[src/rtl/sweep_ctrl.sv]
// Frequency sweep controller: walks an NCO tuning word between two bounds in
// single, sawtooth or triangle fashion with programmable step rate and end-point dwell.
module sweep_ctrl #(
  parameter int unsigned FW = 10,
  parameter int unsigned PW = 8,
  parameter int unsigned DW = 16
) (
  input  logic          clk,
  input  logic          rst_n,
  input  logic          start,
  input  logic          stop,
  input  logic [1:0]    mode,
  input  logic [FW-1:0] f_start,
  input  logic [FW-1:0] f_stop,
  input  logic [FW-1:0] f_step,
  input  logic [DW-1:0] step_div,
  input  logic [DW-1:0] dwell,
  input  logic [PW-1:0] phase_in,
  output logic [FW-1:0] freq_word,
  output logic [PW-1:0] phase_word,
  output logic          nco_en,
  output logic          busy,
  output logic          done
);

  typedef enum logic [2:0] {
    IDLE     = 3'd0,
    UP       = 3'd1,
    DWELL_HI = 3'd2,
    DOWN     = 3'd3,
    DWELL_LO = 3'd4
  } state_t;

  localparam logic [1:0] MODE_SAW = 2'b01;
  localparam logic [1:0] MODE_TRI = 2'b10;

  state_t        state_q, state_d;
  logic [FW-1:0] freq_q, freq_d;
  logic [PW-1:0] phase_q, phase_d;
  logic          nco_en_q, nco_en_d;
  logic          busy_q, busy_d;
  logic          done_q, done_d;
  logic [DW-1:0] presc_q, presc_d;
  logic [DW-1:0] dcnt_q, dcnt_d;
  logic [1:0]    mode_q, mode_d;
  logic [FW-1:0] f_start_q, f_start_d;
  logic [FW-1:0] f_stop_q, f_stop_d;
  logic [FW-1:0] f_step_q, f_step_d;
  logic [DW-1:0] step_div_q, step_div_d;
  logic [DW-1:0] dwell_q, dwell_d;

  logic [FW:0]   up_sum;
  logic [FW-1:0] dn_diff;
  logic          up_hit, dn_hit, step_tick, dwell_end;

  // Step arithmetic: up in FW+1 bits so the carry saturates, down guarded against borrow.
  always_comb begin
    up_sum    = {1'b0, freq_q} + {1'b0, f_step_q};
    dn_diff   = freq_q - f_step_q;
    up_hit    = (f_stop_q <= f_start_q) || (f_step_q == '0) || (up_sum >= {1'b0, f_stop_q});
    dn_hit    = (freq_q < f_step_q) || (dn_diff <= f_start_q);
    step_tick = (presc_q == step_div_q);
    dwell_end = (dcnt_q == dwell_q);
  end

  always_comb begin
    state_d    = state_q;
    freq_d     = freq_q;
    phase_d    = phase_q;
    nco_en_d   = nco_en_q;
    busy_d     = busy_q;
    done_d     = 1'b0;
    presc_d    = presc_q;
    dcnt_d     = dcnt_q;
    mode_d     = mode_q;
    f_start_d  = f_start_q;
    f_stop_d   = f_stop_q;
    f_step_d   = f_step_q;
    step_div_d = step_div_q;
    dwell_d    = dwell_q;

    case (state_q)
      IDLE: begin
        if (start && !stop) begin
          mode_d     = mode;
          f_start_d  = f_start;
          f_stop_d   = f_stop;
          f_step_d   = f_step;
          step_div_d = step_div;
          dwell_d    = dwell;
          freq_d     = f_start;
          phase_d    = phase_in;
          presc_d    = '0;
          nco_en_d   = 1'b1;
          busy_d     = 1'b1;
          state_d    = UP;
        end
      end
      UP: begin
        if (step_tick) begin
          presc_d = '0;
          if (up_hit) begin
            freq_d  = f_stop_q;
            dcnt_d  = '0;
            state_d = DWELL_HI;
          end else begin
            freq_d = up_sum[FW-1:0];
          end
        end else begin
          presc_d = presc_q + DW'(1);
        end
      end
      DWELL_HI: begin
        if (dwell_end) begin
          case (mode_q)
            MODE_SAW: begin
              freq_d  = f_start_q;
              presc_d = '0;
              state_d = UP;
            end
            MODE_TRI: begin
              presc_d = '0;
              state_d = DOWN;
            end
            default: begin
              nco_en_d = 1'b0;
              busy_d   = 1'b0;
              done_d   = 1'b1;
              state_d  = IDLE;
            end
          endcase
        end else begin
          dcnt_d = dcnt_q + DW'(1);
        end
      end
      DOWN: begin
        if (step_tick) begin
          presc_d = '0;
          if (dn_hit) begin
            freq_d  = f_start_q;
            dcnt_d  = '0;
            state_d = DWELL_LO;
          end else begin
            freq_d = dn_diff;
          end
        end else begin
          presc_d = presc_q + DW'(1);
        end
      end
      DWELL_LO: begin
        if (dwell_end) begin
          presc_d = '0;
          state_d = UP;
        end else begin
          dcnt_d = dcnt_q + DW'(1);
        end
      end
      default: begin
        state_d  = IDLE;
        nco_en_d = 1'b0;
        busy_d   = 1'b0;
      end
    endcase

    // Abort overrides any sweep activity; output words are frozen.
    if (state_q != IDLE && stop) begin
      state_d  = IDLE;
      freq_d   = freq_q;
      phase_d  = phase_q;
      nco_en_d = 1'b0;
      busy_d   = 1'b0;
      done_d   = 1'b0;
    end
  end

  always_ff @(posedge clk or negedge rst_n) begin
    if (!rst_n) begin
      state_q    <= IDLE;
      freq_q     <= '0;
      phase_q    <= '0;
      nco_en_q   <= 1'b0;
      busy_q     <= 1'b0;
      done_q     <= 1'b0;
      presc_q    <= '0;
      dcnt_q     <= '0;
      mode_q     <= '0;
      f_start_q  <= '0;
      f_stop_q   <= '0;
      f_step_q   <= '0;
      step_div_q <= '0;
      dwell_q    <= '0;
    end else begin
      state_q    <= state_d;
      freq_q     <= freq_d;
      phase_q    <= phase_d;
      nco_en_q   <= nco_en_d;
      busy_q     <= busy_d;
      done_q     <= done_d;
      presc_q    <= presc_d;
      dcnt_q     <= dcnt_d;
      mode_q     <= mode_d;
      f_start_q  <= f_start_d;
      f_stop_q   <= f_stop_d;
      f_step_q   <= f_step_d;
      step_div_q <= step_div_d;
      dwell_q    <= dwell_d;
    end
  end

  assign freq_word  = freq_q;
  assign phase_word = phase_q;
  assign nco_en     = nco_en_q;
  assign busy       = busy_q;
  assign done       = done_q;

endmodule

[config.mk]
export PLATFORM = sky130hd
export DESIGN_NAME = sweep_ctrl
export DESIGN_NICKNAME = d
export VERILOG_FILES = /design/src/rtl/sweep_ctrl.sv
export SDC_FILE = /design/constraint.sdc
export NUM_CORES = 1
export LEC_CHECK = 0
export ABC_AREA = 1
export CORE_MARGIN = 3
export CORE_UTILIZATION = 45
export DETAILED_ROUTE_END_ITERATION = 8
export PLACE_DENSITY = 0.66
export SYNTH_ARGS = -nofsm -noshare
export SYNTH_HDL_FRONTEND = slang
export SYNTH_SLANG_ARGS = --single-unit
export TNS_END_PERCENT = 1
[constraint.sdc]
create_clock -name clk -period 7.3 [get_ports clk]
set_clock_uncertainty 0.2 [all_clocks]
set_input_delay 1.095 -clock clk [delete_from_list [all_inputs] [get_ports clk]]
set_output_delay 1.095 -clock clk [all_outputs]
set_load 0.01 [all_outputs]
# Word level (Yosys, flattened, before mapping)
# Index checks and enable logic that the tools add are counted.
# op_classes
eq_ne	27
bitwise	1
n_reduce_logical	23
n_addsub	4
n_mux	39
order_cmp	4
# op_table
cell	count
16-bit 2-to-1 mux	10
10-bit 2-to-1 mux	7
16-bit one-hot mux with 4 select lines	1
16-bit one-hot mux with 3 select lines	1
10-bit one-hot mux with 4 select lines	1
16-bit by 1-bit adder with 16-bit output (second input constant)	2
16-bit == test	2
3-bit 2-to-1 mux	8
3-bit inequality test (second input constant)	8
10-bit less-or-equal comparator	2
2-bit inequality test (second input constant)	10
3-bit one-hot mux with 5 select lines	1
7-bit AND reduction	2
10-bit by 10-bit adder with 11-bit output	1
11-bit by 10-bit greater-or-equal comparator with 1-bit output	1
10-bit logical NOT	1
10-bit < comparator	1
10-bit subtractor	1
1-bit 2-to-1 mux	8
4-bit nonzero test	2
3-bit by 2-bit == test with 1-bit output (second input constant)	2
6-bit AND reduction	1
3-bit nonzero test	2
2-bit OR reduction	3
other kinds (17)	20
# word_totals
out_inout_bits	21
ff_bits	119
wordCells	111

# Logic depth before layout (Yosys ltp)
# Gate-level depths: netlist of the first run.
# logic_depth
depth_word	7
mapped_depth	28

# Least setup slack after synthesis of the first run
# No wires, ideal clock.
# synth_path
path_type	flip-flop to flip-flop
start	register freq_q[0], in the netlist freq_word[0]
end	register dcnt_q[6]
synth_period_minus_slack_ns	3.361
slack_ns	3.939
t_arrival_ns	3.035
t_required_ns	6.974
stages_incl_launch_ff	24
path_cell_list	dfrtp_1 > inv_1 > ha_1 > inv_1 > fa_1 > nand3_1 > nand2_1 > nand4_1 > nand2_1 > xor2_1 > inv_1 > ha_1 > nand2_1 > nor2_1 > nand4_1 > nand3_1 > clkinv_1 > nand2_1 > nand2_1 > inv_1 > nand2_1 > buf_2 > nand2_1 > o21ai_0
# synth_between
elab_chain_cells	5
# synth_rtl
element	line_no	source
from (decl)	38	logic [FW-1:0] freq_q, freq_d;
from (signal assigned)	194	freq_q <= freq_d;
10-bit by 10-bit adder with 11-bit output / 10-bit subtractor (equally long branches)	58, 59	
11-bit by 10-bit greater-or-equal comparator with 1-bit output / 10-bit less-or-equal comparator (equally long branches)	60, 61	
1-bit logical OR, on equally long branches	60, 61	
2-bit inequality test (no line)	-	
6-bit AND reduction (no line) *	-	
to (signal assigned)	200	dcnt_q <= dcnt_d;
to (decl)	44	logic [DW-1:0] dcnt_q, dcnt_d;
# Every way passes the cells marked *; elsewhere a longest branch is shown, timed or not.
# A chain may end at the register's enable or synchronous reset.

# Worst setup path in the final report of the first run
# layout_path
start	register freq_q[0], in the netlist freq_word[0]
end	register dcnt_q[13]
# The elaborated chain is that of the path after synthesis.

==> results of run 1 <==
## Yosys cell counts
master    count
nor2_1       86
buf_6         1
buf_2        18
and2_1        1
nand2_1     377
a31oi_1       2
o21ai_1      13
a21o_1        3
or2_2         9
fa_1          2
or2_0         1
a21boi_0      1
nand3b_1      5
clkinv_1      2
nor2_2        1
o21ai_0      39
nor4_1        3
buf_4         1
dfrtp_1     119
o31ai_1       6
nor3_1        6
nand4_1      20
clkbuf_1     29
o41ai_1       3
o21a_1        5
nand3_2       1
inv_1       140
o21bai_1      6
xor2_1       49
xnor2_1       4
nand3_1     147
or2_1         1
a21oi_1      32
inv_2         2
ha_1         54
a21oi_4       1
## registers in the layout (all words and copies together) (netlist names)
signal,count
dcnt_q,16
dwell_q,16
presc_q,16
step_div_q,16
f_start_q,10
f_step_q,10
f_stop_q,10
freq_word,10
phase_word,8
state_q,3
mode_q,2
busy,1
done,1
## worst max-delay path by stage
stage | from | endpoint | slack [ns] | cells past startpoint
CTS | f_step_q[0] | dcnt_q[13] | 2.65 | 24
finish | freq_word[0] | dcnt_q[13] | 2.61 | 24
global placement | f_step_q[0] | dcnt_q[14] | 2.70 | 24
global route | f_step_q[0] | dcnt_q[13] | 2.02 | 24
detailed placement | f_step_q[0] | dcnt_q[4] | 2.67 | 24
floorplan | freq_word[0] | dcnt_q[6] | 3.94 | 23
## where the power goes
| part | internal, mW | switching (mW) | total [mW] |
|---|---|---|---|
| Clock | 0.481 | 0.327 | 0.808 |
| Combinational | 1.10 | 2.09 | 3.19 |
| Sequential | 0.909 | 0.216 | 1.13 |
## area by class of cell
type | count | area, sq um
Inverter | 144 | 541
Clock inverter | 12 | 118
Fill cell | 1721 | 8130
Multi-Input combinational cell | 878 | 4590
Clock buffer | 20 | 447
Timing Repair Buffer | 101 | 996
Sequential cell | 119 | 2980
Tap cell | 229 | 287
## layer usage
layer / track usage / part of all wire / up-vias
met5: 0 / 0 / -
met4: 0.0742 / 0.024 / 0
met3: 0.0460 / 0.037 / 37
met2: 0.394 / 0.49 / 186
met1: 0.299 / 0.45 / 3637
li1: - / - / 3936
## cell families after synthesis
family	after synthesis
adders and majority gates	56
buffers and inverters	193
xor gates and xnor gates	53
DFF	119
and+or+nand+nor	658
AOI/OAI and AO/OA	111
## per-stage QoR
| stage | power, mW | std cells | util |
|---|---|---|---|
| final | 5.12 | 1503 | 0.551 |
| after global routing | 5.68 | 1503 | 0.551 |
| after CTS | 5.15 | 1503 | 0.551 |
| after detailed placement | 4.32 | 1471 | 0.519 |
| after global placement | 4.29 | 1471 | 0.519 |
| after floorplan | 3.44 | 1190 | - |
## worst max-delay path, stage by stage, from the launching register on
cell	delay (ns)
dfrtp_1	0.41
ha_1	0.29
inv_1	0.08
fa_1	0.40
inv_1	0.09
nand3_1	0.07
nand2_1	0.11
nand3_1	0.10
nand2_1	0.09
nand2_1	0.06
nand2_1	0.09
inv_1	0.05
ha_1	0.29
nand2_1	0.06
nand2_1	0.04
nand2_1	0.06
nand3_1	0.08
nor2_1	0.09
nand3_1	0.07
nor2_1	0.68
nand3_1	0.14
nand2_1	0.13
inv_1	0.05
nand2_1	0.63
o21ai_0	0.18
==> results by group, run 1 <==
Drt
  • WL final: 22700 microns
  • Detailed Route Iter0 Violations: 553
  • Number of remaining DRC errors: 0
  • Via count: 7796
  • DRT Pass-1 Iters: 6
  • Wire per inst: 15.1 microns
  • DRT antenna net count: 0
  • Vias/cell: 5.19

Clocking
  • Num CTS Buffers: 17
  • H-tree depth: 4
  • Clock Pin Slew Worst Setup and Hold Paths: 0.06 ns
  • Clock tree from TritonCTS: done
  • CTS sink count: 119
  • Clock Tree Root: clkbuf_16
  • Setup bufs post-CTS: 0
  • Clock Tree Buf Depth: 2
  • Post-cts sizing count: 0
  • Clk_lat worst skew: 0.42 ns
  • Hold_buf cts: 0

Setup path
  • RR Endpoint: dcnt_q[13]
  • Worst R2R Start: freq_word[0]
  • Flop2flop setup slack: 2.61 ns
  • Reg2reg path depth: 24
  • CP required: 7.37 ns
  • Crit Path Class: flop to flop
  • Critical path arrival: 4.76 ns
  • Startpoint Class: flop
  • Worst setup EP type: flop
  • Worst-path fanout max: 32

Global routing
  • Initial antenna violation count: 0
  • GRT Util Overall: 0.232
  • Total congestion overflow: 0
  • First-pass GRT wire length: 37400 microns
  • Largest net degree at the start of global routing: 64
  • Vias in the first global route: 7364

Final layout
  • Area grow syn2layout: 19.6%
  • Final Net Count: 1393
  • Share of cells above drive strength 1: 0.0400
  • Most frequent cells in the layout: nand2_1 (376), nand3_1 (147), inv_1 (140)
  • Most common cell after layout, fill and taps aside: nand2_1
  • Ant. Diodes: 0
  • Fin area: 9960 sq um

Synthesis
  • Share of the synthesized area in the top cell type: 0.358
  • Synth warn: 0
  • Largest family of logic cells by synthesized area: simple AND/OR/NAND/NOR gates
  • Largest area contributor in the netlist: dfrtp_1
  • Avg Cell Area, Syn: 7.00 sq um
  • Synthesized instance count: 1190
  • Seq cells post-synth: 119
  • Post-Synth Adder-Cell Area: 0.0860
  • Multiplexer area fraction after synthesis: 0
  • Top cells by area, synth: dfrtp_1 (36%), nand2_1 (17%), nand3_1 (8.8%), ha_1 (8.1%), inv_1 (6.3%)
  • Cell Area, Synth: 8330 sq um
  • Syn_nets: 1322
  • Post-synthesis xor/xnor area fraction: 0.0558
  • Yosys cell types: 36
  • Post-synthesis compound-gate area fraction: 0.0760
  • Simple-gate share of the synthesized area: 0.333
  • Post-synthesis sequential area ratio: 0.358

Hold path
  • HP Class: flop to flop
  • WHS Endpoint: phase_word[5]
  • Hold Path Depth: 2
  • Launch point of the worst hold path: phase_word[5]

STA
  • Peak Freq: 213 MHz
  • Max-slew violations: 0
  • Worst hold slack: 0.270 ns
  • Final Hold Fails: 0
  • Setup ws final: 2.61 ns
  • Setup TNS Final: 0 ns
  • RSZ-0062 raised after global routing: false
  • Relative slew slack: 0.368
  • Worst slew pin tran: 0.945 ns
  • Crit path time final: 4.69 ns
  • Final setup fails: 0
  • Period utilisation layout: 0.642

Placement
  • # port buffers: 96
  • HPWL after DPL: 16800 microns
  • Final Wtd Congestion: 0.980
  • Dpl cell area: 9390 sq um
  • Pre-CTS WS: 2.67 ns

Floorplan
  • Area of the core: 18100 sq um
  • Die W: 142 microns
  • I/O pin cnt: 97
  • Initial Util: 0.460
  • Die Ht: 142 microns
  • Die ar.: 20200 sq um
  • Rows: 49

Pwr
  • Leakage power total: 5.12 nW
  • Max IR drop VDD: 0.269 mV
  • Pwr per Cell Area: 514 nW/um^2

Status
  • Status: finished, final reports clean

Run
  • Max_cap viols: 0
Note: power is estimated with default switching activity, not from simulation.
==> run 2: changes to the inputs <==
Clock period 7.3 ns to 4.5 ns, I/O delays scaled along.
==> results by group, run 2 (synthesis gave the netlist of run 1 again) <==
Status
  • Status: finished, final reports clean

Floorplan
  • Die W: 142 microns
  • Area of the core: 18100 sq um
  • Rows: 49
  • Die Ht: 142 microns
  • Die ar.: 20200 sq um
  • Initial Util: 0.460
  • I/O pin cnt: 97

Drt
  • DR WL met3: 949 microns
  • DRT Pass-1 Iters: 5
  • Wire per inst: 15.0 microns
  • WL final: 22700 microns
  • DRT antenna net count: 0
  • Detailed Route Iter0 Violations: 516
  • Routed met2 length: 11000 microns
  • Number of remaining DRC errors: 0
  • DRT met1 WL: 10000 microns
  • DR top layer: met4
  • Vias/cell: 5.17
  • Via count: 7828

Clocking
  • Setup bufs post-CTS: 0
  • H-tree depth: 4
  • CTS sink count: 119
  • Clock Pin Slew Worst Setup and Hold Paths: 0.06 ns
  • Clk_lat worst skew: 0.42 ns
  • Clock Tree Buf Depth: 2
  • Clock tree from TritonCTS: done
  • Hold_buf cts: 0
  • Post-cts sizing count: 0
  • Clock Tree Root: clkbuf_16
  • Num CTS Buffers: 17

Hold path
  • HP Class: input port to asynchronous set/reset pin

Final layout
  • Most frequent cells in the layout: nand2_1 (376), nand3_1 (146), inv_1 (140)
  • Ant. Diodes: 0
  • Reg area: 2980 sq um
  • Fillers: 1766
  • Share of cells above drive strength 1: 0.0498
  • Most common cell after layout, fill and taps aside: nand2_1
  • Final Net Count: 1404
  • Multi-input logic area: 4600 sq um
  • Area grow syn2layout: 20.8%

STA
  • Peak Freq: 247 MHz
  • Relative slew slack: 0.346
  • Setup TNS Final: 0 ns
  • Final Hold Fails: 0
  • Worst hold slack: 0.0270 ns
  • RSZ-0062 raised after global routing: false
  • Period utilisation layout: 0.901
  • Worst slew pin tran: 0.978 ns
  • Crit path time final: 4.06 ns
  • Final setup fails: 0
  • Max-slew violations: 0

Setup path
  • Startpoint Class: flop
  • CP bufs+invs: 5
  • Crit Path Class: flop to flop
  • Critical path arrival: 4.15 ns
  • Crit path max-delay family: simple AND/OR/NAND/NOR gates
  • Worst-path fanout max: 32
  • Slowest cell on crit path: ha_1
  • CP required: 4.59 ns
  • Worst setup EP type: flop
  • CP max stage delay: 0.48 ns
  • Cell mode on critical path: nand2_1
  • Worst-path cell chain: ha_1 -> inv_1 -> o21bai_1 -> o21ai_0 -> nand3_1 -> nand2_1 -> nand2_1 -> inv_1 -> ha_1 -> nand2_1 -> nor2_1 -> nand3_1 -> nand3_1 -> nand3_2 -> clkinv_1 -> nand2_1 -> nand2_1 -> inv_1 -> nand2_1 -> buf_4 -> o21ai_0

Global routing
  • First-pass GRT wire length: 38100 microns
  • Vias in the first global route: 7672
  • Largest net degree at the start of global routing: 64
  • GRT Util Overall: 0.234
  • Total congestion overflow: 0
  • Initial antenna violation count: 0

Pwr
  • Internal: 4.15 mW
  • Sw Share: 0.510
  • P_sw: 4.32 mW
  • Logic pwr share: 0.628
  • Clk pwr share: 0.156
  • Leakage power total: 5.19 nW
  • Seq pwr share: 0.216
  • Max IR drop VDD: 0.455 mV
  • Pwr per Cell Area: 842 nW/um^2

Placement
  • HPWL after DPL: 17000 microns
  • Final Wtd Congestion: 0.917
  • # port buffers: 96

Run
  • Max_cap viols: 0
[run 2: final cells by class]
| class | count | share of cell area |
|---|---|---|
| inverter | 144 | 0.0538 |
| sequential | 119 | 0.296 |
| timing repair buffer | 112 | 0.107 |
| clock inverter | 12 | 0.0118 |
| clock buffer | 20 | 0.0454 |
| tap | 229 | 0.0285 |
| multi-input combinational | 878 | 0.457 |
[run 2: path summary, 6_finish.rpt]
kind | startpoint | to | slack, ns | cells past startpoint
setup / recovery | freq_word[4] | dcnt_q[4] | 0.44 | 21
hold / removal | rst_n | f_stop_q[9] | 0.03 | 1
setup reg to reg | freq_word[4] | dcnt_q[4] | 0.44 | 21
hold reg to reg | phase_word[5] | phase_word[5] | 0.27 | 2
max in group asynchronous | rst_n | presc_q[14] | 3.24 | 2
min in group clk | phase_word[5] | phase_word[5] | 0.27 | 2
[run 2: metal layers]
layer  global-route usage  vias up
met5                    0        -
met4               0.0833        0
met3               0.0423       39
met2                0.394      180
met1                0.304     3646
li1                     -     3963
[run 2: stage by stage]
step | power, mW | instances | area (sq um) | worst slack [ns] | utilization
after floorplan | 5.57 | 1190 | 8330 | 1.14 | -
after global placement | 7.08 | 1482 | 9480 | 0.368 | 0.524
after detailed placement | 7.12 | 1482 | 9480 | 0.358 | 0.524
after CTS | 8.50 | 1514 | 10100 | 0.341 | 0.556
after global routing | 9.45 | 1514 | 10100 | 0.00881 | 0.556
final | 8.47 | 1514 | 10100 | 0.443 | 0.556
[run 2: power groups by stage]
stage | registers [mW] | clock network (mW) | logic [mW]
final | 1.83 | 1.33 | 5.32
after global routing | 1.88 | 1.40 | 6.17
after CTS | 1.83 | 1.35 | 5.32
after detailed placement | 1.84 | 0 | 5.28
after global placement | 1.84 | 0 | 5.24
after floorplan | 1.78 | 0 | 3.80
